==> src/rtl/commit_unit_tpu_if.sv <==
// Bus between the commit unit and the issue/execution side: issue requests,
// two completion lanes, and commit/occupancy status back to the hazard stage.
interface commit_unit_tpu_if #(
  parameter int unsigned WIDTH_BUFF = 4
);
  logic                  I_Req_Issue;
  logic [WIDTH_BUFF-1:0] I_Issue_No;
  logic                  I_Done_A;
  logic [WIDTH_BUFF-1:0] I_Done_No_A;
  logic                  I_Done_B;
  logic [WIDTH_BUFF-1:0] I_Done_No_B;
  logic                  O_Req_Commit;
  logic [WIDTH_BUFF-1:0] O_Commit_No;
  logic                  O_Full;
  logic                  O_Empty;
  logic [WIDTH_BUFF:0]   O_Num;
  logic                  O_Err;

  // Issue/execution side drives requests and completions.
  modport master (
    output I_Req_Issue, I_Issue_No, I_Done_A, I_Done_No_A, I_Done_B, I_Done_No_B,
    input  O_Req_Commit, O_Commit_No, O_Full, O_Empty, O_Num, O_Err
  );

  // Commit unit side.
  modport slave (
    input  I_Req_Issue, I_Issue_No, I_Done_A, I_Done_No_A, I_Done_B, I_Done_No_B,
    output O_Req_Commit, O_Commit_No, O_Full, O_Empty, O_Num, O_Err
  );
endinterface

==> src/rtl/commit_unit_tpu.sv <==
// In-order commit stage: tracks issued entries by issue number, accepts
// out-of-order completions from two lanes and retires the head entry once it
// is done, at most one per cycle. Protocol violations raise a sticky error.
module commit_unit_tpu #(
  parameter int unsigned DEPTH_BUFF = 16,
  parameter int unsigned WIDTH_BUFF = $clog2(DEPTH_BUFF)
) (
  input  logic              clock,
  input  logic              reset,
  commit_unit_tpu_if.slave  bus
);

  logic [DEPTH_BUFF-1:0] v_q, v_d;
  logic [DEPTH_BUFF-1:0] d_q, d_d;
  logic [WIDTH_BUFF-1:0] h_q, h_d;
  logic [WIDTH_BUFF:0]   n_q, n_d;
  logic [WIDTH_BUFF-1:0] commit_no_q, commit_no_d;
  logic                  commit_q;
  logic                  full_q;
  logic                  empty_q;
  logic                  err_q, err_d;

  logic commit_fire;
  logic issue_ok, issue_err;
  logic done_a_ok, done_a_err;
  logic done_b_ok, done_b_err;

  // Decisions are taken on registered state only, so an entry issued this
  // cycle is not yet valid for completion, and an issue to the committing head
  // still sees it valid.
  always_comb begin
    commit_fire = v_q[h_q] & d_q[h_q];
    issue_ok    = bus.I_Req_Issue & ~v_q[bus.I_Issue_No];
    issue_err   = bus.I_Req_Issue &  v_q[bus.I_Issue_No];
    done_a_ok   = bus.I_Done_A    &  v_q[bus.I_Done_No_A];
    done_a_err  = bus.I_Done_A    & ~v_q[bus.I_Done_No_A];
    done_b_ok   = bus.I_Done_B    &  v_q[bus.I_Done_No_B];
    done_b_err  = bus.I_Done_B    & ~v_q[bus.I_Done_No_B];
  end

  // Next-state for entry bits, head, count, commit number and error.
  always_comb begin
    v_d         = v_q;
    d_d         = d_q;
    h_d         = h_q;
    commit_no_d = commit_no_q;
    err_d       = err_q | issue_err | done_a_err | done_b_err;

    if (done_a_ok) d_d[bus.I_Done_No_A] = 1'b1;
    if (done_b_ok) d_d[bus.I_Done_No_B] = 1'b1;
    if (issue_ok) begin
      v_d[bus.I_Issue_No] = 1'b1;
      d_d[bus.I_Issue_No] = 1'b0;
    end
    // Commit clear goes last so a late duplicate completion cannot revive it.
    if (commit_fire) begin
      v_d[h_q]    = 1'b0;
      d_d[h_q]    = 1'b0;
      h_d         = h_q + 1'b1;
      commit_no_d = h_q;
    end

    unique case ({issue_ok, commit_fire})
      2'b10:   n_d = n_q + 1'b1;
      2'b01:   n_d = n_q - 1'b1;
      default: n_d = n_q;
    endcase
  end

  // State and registered outputs; reset discards all in-flight entries.
  always_ff @(posedge clock or negedge reset) begin
    if (!reset) begin
      v_q         <= '0;
      d_q         <= '0;
      h_q         <= '0;
      n_q         <= '0;
      commit_q    <= 1'b0;
      commit_no_q <= '0;
      full_q      <= 1'b0;
      empty_q     <= 1'b1;
      err_q       <= 1'b0;
    end else begin
      v_q         <= v_d;
      d_q         <= d_d;
      h_q         <= h_d;
      n_q         <= n_d;
      commit_q    <= commit_fire;
      commit_no_q <= commit_no_d;
      full_q      <= (n_d == (WIDTH_BUFF + 1)'(DEPTH_BUFF));
      empty_q     <= (n_d == '0);
      err_q       <= err_d;
    end
  end

  assign bus.O_Req_Commit = commit_q;
  assign bus.O_Commit_No  = commit_no_q;
  assign bus.O_Full       = full_q;
  assign bus.O_Empty      = empty_q;
  assign bus.O_Num        = n_q;
  assign bus.O_Err        = err_q;

endmodule

==> src/flat_wrapper.sv <==
// flat-port wrapper written by rule: the top's interface ports become plain ports
module commit_unit_tpu_flat 
#(
  parameter int unsigned DEPTH_BUFF = 16,
  parameter int unsigned WIDTH_BUFF = $clog2(DEPTH_BUFF)
)
  (clock, reset, bus_I_Req_Issue, bus_I_Issue_No, bus_I_Done_A, bus_I_Done_No_A, bus_I_Done_B, bus_I_Done_No_B, bus_O_Req_Commit, bus_O_Commit_No, bus_O_Full, bus_O_Empty, bus_O_Num, bus_O_Err);
  commit_unit_tpu_if #(.WIDTH_BUFF(WIDTH_BUFF)) bus_i ();
  input  logic clock;
  input  logic reset;
  input wire logic [$bits(bus_i.I_Req_Issue)-1:0] bus_I_Req_Issue;
  input wire logic [$bits(bus_i.I_Issue_No)-1:0] bus_I_Issue_No;
  input wire logic [$bits(bus_i.I_Done_A)-1:0] bus_I_Done_A;
  input wire logic [$bits(bus_i.I_Done_No_A)-1:0] bus_I_Done_No_A;
  input wire logic [$bits(bus_i.I_Done_B)-1:0] bus_I_Done_B;
  input wire logic [$bits(bus_i.I_Done_No_B)-1:0] bus_I_Done_No_B;
  output wire logic [$bits(bus_i.O_Req_Commit)-1:0] bus_O_Req_Commit;
  output wire logic [$bits(bus_i.O_Commit_No)-1:0] bus_O_Commit_No;
  output wire logic [$bits(bus_i.O_Full)-1:0] bus_O_Full;
  output wire logic [$bits(bus_i.O_Empty)-1:0] bus_O_Empty;
  output wire logic [$bits(bus_i.O_Num)-1:0] bus_O_Num;
  output wire logic [$bits(bus_i.O_Err)-1:0] bus_O_Err;
  assign bus_i.I_Req_Issue = bus_I_Req_Issue;
  assign bus_i.I_Issue_No = bus_I_Issue_No;
  assign bus_i.I_Done_A = bus_I_Done_A;
  assign bus_i.I_Done_No_A = bus_I_Done_No_A;
  assign bus_i.I_Done_B = bus_I_Done_B;
  assign bus_i.I_Done_No_B = bus_I_Done_No_B;
  assign bus_O_Req_Commit = bus_i.O_Req_Commit;
  assign bus_O_Commit_No = bus_i.O_Commit_No;
  assign bus_O_Full = bus_i.O_Full;
  assign bus_O_Empty = bus_i.O_Empty;
  assign bus_O_Num = bus_i.O_Num;
  assign bus_O_Err = bus_i.O_Err;
  commit_unit_tpu #(.DEPTH_BUFF(DEPTH_BUFF), .WIDTH_BUFF(WIDTH_BUFF)) u_core (.clock(clock), .reset(reset), .bus(bus_i));
endmodule
==> config.mk <==
export PLATFORM = sky130hd
export DESIGN_NAME = commit_unit_tpu_flat
export DESIGN_NICKNAME = d
export VERILOG_FILES = /design/src/rtl/commit_unit_tpu_if.sv /design/src/rtl/commit_unit_tpu.sv /design/src/flat_wrapper.sv
export SDC_FILE = /design/constraint.sdc
export NUM_CORES = 1
export LEC_CHECK = 0
export ABC_AREA = 1
export BUFFER_PORTS_ARGS = -buffer_cell sky130_fd_sc_hd__buf_2
export CORE_UTILIZATION = 30
export DETAILED_ROUTE_END_ITERATION = 12
export HOLD_SLACK_MARGIN = 0.1
export PLACE_DENSITY = 0.56
export SYNTH_ARGS = -nofsm -noshare
export SYNTH_HDL_FRONTEND = slang
export SYNTH_SLANG_ARGS = --single-unit
==> constraint.sdc <==
create_clock -name clock -period 3.2 [get_ports clock]
set_clock_uncertainty 0.1 [all_clocks]
set_input_delay 0.32 -clock clock [delete_from_list [all_inputs] [get_ports clock]]
set_output_delay 0.32 -clock clock [all_outputs]
set_load 0.05 [all_outputs]
==> summary.txt <==
CRITICAL PATH
----------------------------------------------------------------------------
Crit path arrival time                                               2940 ps
Destination of the worst register-to-register timing path       u_core.bus.O_Full$_DFF_PN0_
Crit-path cells                                                 buf_4 > o21ai_0 > o21ai_1 > nand2_1 > nand2_1 > nor2_1 > nor2_4 > ha_1 > xor2_1 > ha_1 > o21ai_1 > nor2_1 > nand2_1 > nand3_1 > or2_1 > a21oi_1
Startpoint kind of the worst setup timing path                      register
Cell with the most instances on the worst path                       nand2_1
Reg2reg path depth                                                        16
Largest driver fanout on the critical path                                10
Minimum setup slack among reg-to-reg paths                            370 ps
Crit-path max cell delay                                              450 ps
Slowest cell on the critical path                                    dfrtp_2
Worst R2R Start                                                 u_core.h_q[0]$_DFFE_PN0N_
Required time reported for the critical path endpoint                3310 ps
Critical path capture point type                                    register
Category of the critical setup timing path                           reg2reg

LAYOUT
----------------------------------------------------------------------------
Net count, final                                                         663
Fraction of layout instances using a drive strength above 1          0.09844
Final non-filler cell area                                        4116 sq um
Area of the multi-input gates                                     2014 sq um
Sequential cell area                                              1230 sq um
Area growth, synth to finish                                          11.15%
Commonest cells after routing, fill and taps aside              251 x nand2_1, 91 x nor2_1, 71 x inv_1
Post-layout instance count excluding filler cells                        787
Filler cell count in the final layout                                   1350
Antenna diode count                                                        0
Share of the core filled with cells                                   0.3427
Leading cell type in the layout, fill and taps excluded              nand2_1

DIE
----------------------------------------------------------------------------
Area of the die                                                  12790 sq um
Initial core utilization                                              0.3083
Die boundary width                                                  113.1 um
Number of standard-cell rows in the floorplan                             40
Area of the core region                                          12010 sq um
Die H                                                               113.1 um
Top-Level Pins                                                            30

PLACE
----------------------------------------------------------------------------
Cell area reported after detailed placement                       3958 sq um
PortBufs                                                                  29
Placer's final routability congestion estimate                        0.9082
HPWL Detailed                                                        8882 um
Placed Instances                                                         778

ROUTE
----------------------------------------------------------------------------
Routed Antenna Nets                                                        0
DRT Wirelength                                                      10960 um
First drt pass iteration count                                             5
Total vias in the final route                                           3731
Remaining routing DRC violations                                           0
Vias per Instance                                                      4.741
Post-DR wirelength/cell                                             13.92 um
Initial drt markers                                                      206

CTS
----------------------------------------------------------------------------
Clk Latency, worst-skew pair                                          290 ps
Count of clock tree sinks                                                 49
TritonCTS clock tree                                                   built
Number of H-tree levels                                                    2
Clock buffer count from CTS                                                5
Number of buffers between clock root and the deepest sink                  2
Post-CTS Setup Bufs                                                        0
Clock tree root buffer cell                                        clkbuf_16
Clock-pin slew on the worst setup and hold paths                       70 ps

TIMING
----------------------------------------------------------------------------
Final Hold Fails                                                           0
Final worst-path cycle share                                          0.8849
Max Clock Freq                                                    0.3532 GHz
Final period demand of the worst path                                2832 ps
Worst Max-Slew Pin Slew                                             781.3 ps
Final setup violation count                                                0
Setup repair after global routing missed its margin                    false
Final count of pins violating max slew                                     0
Total negative setup slack                                              0 ps
Tightest slew margin relative to the limit                            0.4791

SYNTH
----------------------------------------------------------------------------
Post-synthesis sequential area ratio                                  0.3314
Post-synthesis instance area                                      3704 sq um
Seq cells post-synth                                                      49
Fraction of registers with async set or reset after synthesis          1.000
Dominant synthesized flop cell                                       dfrtp_1
Warnings, synthesis                                                        0
Number of flops mapped to enable cells by yosys                            0
Mean Syn Cell Area                                               6.061 sq um
Number of cells produced by synthesis                                    611
Synthesized netlist net count                                            635
Unique cell type count in the Yosys netlist                               29

MIN PATH
----------------------------------------------------------------------------
Worst min-delay path category                                         in2reg
Cell count of the worst hold path                                          3
Startpoint of the lowest-slack hold path                        bus_I_Done_B
Endpoint, Worst Hold                                            u_core.bus.O_Err$_DFF_PN0_

JOB
----------------------------------------------------------------------------
Number of max-capacitance violations reported                              0

OUTCOME
----------------------------------------------------------------------------
Result of the run                                               complete, no violations

PWR
----------------------------------------------------------------------------
Sum of internal, switching and leakage power                        3.759 mW
Leakage component of the power                                      2.432 nW
Worst VDD drop                                                      601.2 uV
Power density relative to cell area                             913.0 nW/um^2

GLOBAL ROUTING
----------------------------------------------------------------------------
GR Util All Layers                                                    0.1808
Vias in the first global route                                          3497
Antenna violations before repair                                           0
Wire length of the first global-routing pass                        17860 um
GRT overflow                                                               0
Largest net degree at the start of global routing                         34

[sequential cells by signal (all words and copies together), names as in the netlist]
signal / cells
u_core.d_q: 16
u_core.v_q: 16
u_core.bus.O_Num: 5
u_core.bus.O_Commit_No: 4
u_core.h_q: 4
u_core.bus.O_Empty: 1
u_core.bus.O_Err: 1
u_core.bus.O_Full: 1
u_core.bus.O_Req_Commit: 1
[per-stage QoR]
step / hold slack, ps / worst slack [ps]
2_1_floorplan: -75.59 / 298.7
5_1_grt: 260.6 / 13.37
4_1_cts: 230.8 / 252.3
6_report: 240.6 / 368.3
3_3_place_gp: 357.0 / 357.2
3_5_place_dp: 360.9 / 258.1
[cells by family after synthesis]
group           count (synthesis)  synth area share
fa+ha+maj                       7           0.02365
xor+xnor                        5           0.01183
compound gates                 24           0.03345
simple gates                  427            0.4750
buf+inv                        99            0.1247
flops                          49            0.3314
[worst max-delay path, delay by kind of cell (launching register included)]
| family | cells | cell delay [ps] |
|---|---|---|
| XOR/XNOR | 1 | 200 |
| AO/OA/AOI/OAI | 4 | 620 |
| flip-flops | 1 | 450 |
| buffers and inverters | 1 | 190 |
| adder cells (fa/ha/maj) | 2 | 460 |
| AND/OR/NAND/NOR | 8 | 750 |
[power by group]
group	leakage [nW]	internal, mW	switching (mW)
clock network	0.0712	0.312	0.218
logic	1.78	0.671	1.43
registers	0.580	0.894	0.229
[routing by layer]
layer | GRT usage | vias up | wire length, um
met5 | 0 | - | 0
met4 | 0.07281 | 0 | 348
met3 | 0.02464 | 20 | 554
met2 | 0.2900 | 100 | 4873
met1 | 0.2459 | 1683 | 5180
li1 | - | 1928 | -
[layout make-up]
cell class                 instances  area share
multi-input combinational        463      0.4894
sequential                        49      0.2988
inverter                          82     0.07933
timing repair buffer              38     0.05228
tap                              147     0.04468
clock buffer                       8     0.03556
[worst max path at each step]
stage / from / to / cells past startpoint
finish: u_core.h_q[0]$_DFFE_PN0N_ / u_core.bus.O_Full$_DFF_PN0_ / 16
global route: u_core.h_q[0]$_DFFE_PN0N_ / u_core.bus.O_Full$_DFF_PN0_ / 17
CTS: u_core.h_q[1]$_DFFE_PN0N_ / u_core.bus.O_Full$_DFF_PN0_ / 16
detailed placement: u_core.h_q[1]$_DFFE_PN0N_ / u_core.bus.O_Full$_DFF_PN0_ / 16
global placement: u_core.h_q[1]$_DFFE_PN0N_ / u_core.bus.O_Full$_DFF_PN0_ / 16
floorplan: u_core.h_q[0]$_DFFE_PN0N_ / u_core.bus.O_Full$_DFF_PN0_ / 20
[Yosys cell counts, types with 4 or more instances]
library cell | instances | area [sq um]
a21oi_1 | 4 | 20.02
buf_2 | 4 | 20.02
buf_6 | 6 | 67.56
dfrtp_1 | 48 | 1201
ha_1 | 7 | 87.58
inv_1 | 71 | 266.5
inv_2 | 8 | 30.03
nand2_1 | 251 | 942.2
nand3_1 | 60 | 300.3
nand4_1 | 15 | 93.84
nor2_1 | 91 | 341.6
o21ai_0 | 5 | 25.02
o21ai_1 | 13 | 65.06
[timing repair]
| action | 4_1_cts | 5_1_grt |
|---|---|---|
| hold buffers | 1 | 0 |
| gates resized for setup | 0 | 2 |
| setup endpoints to repair | 0 | 2 |
| endpoints found under the hold margin | 31 | 0 |
Note: power is estimated with default switching activity, not from simulation.
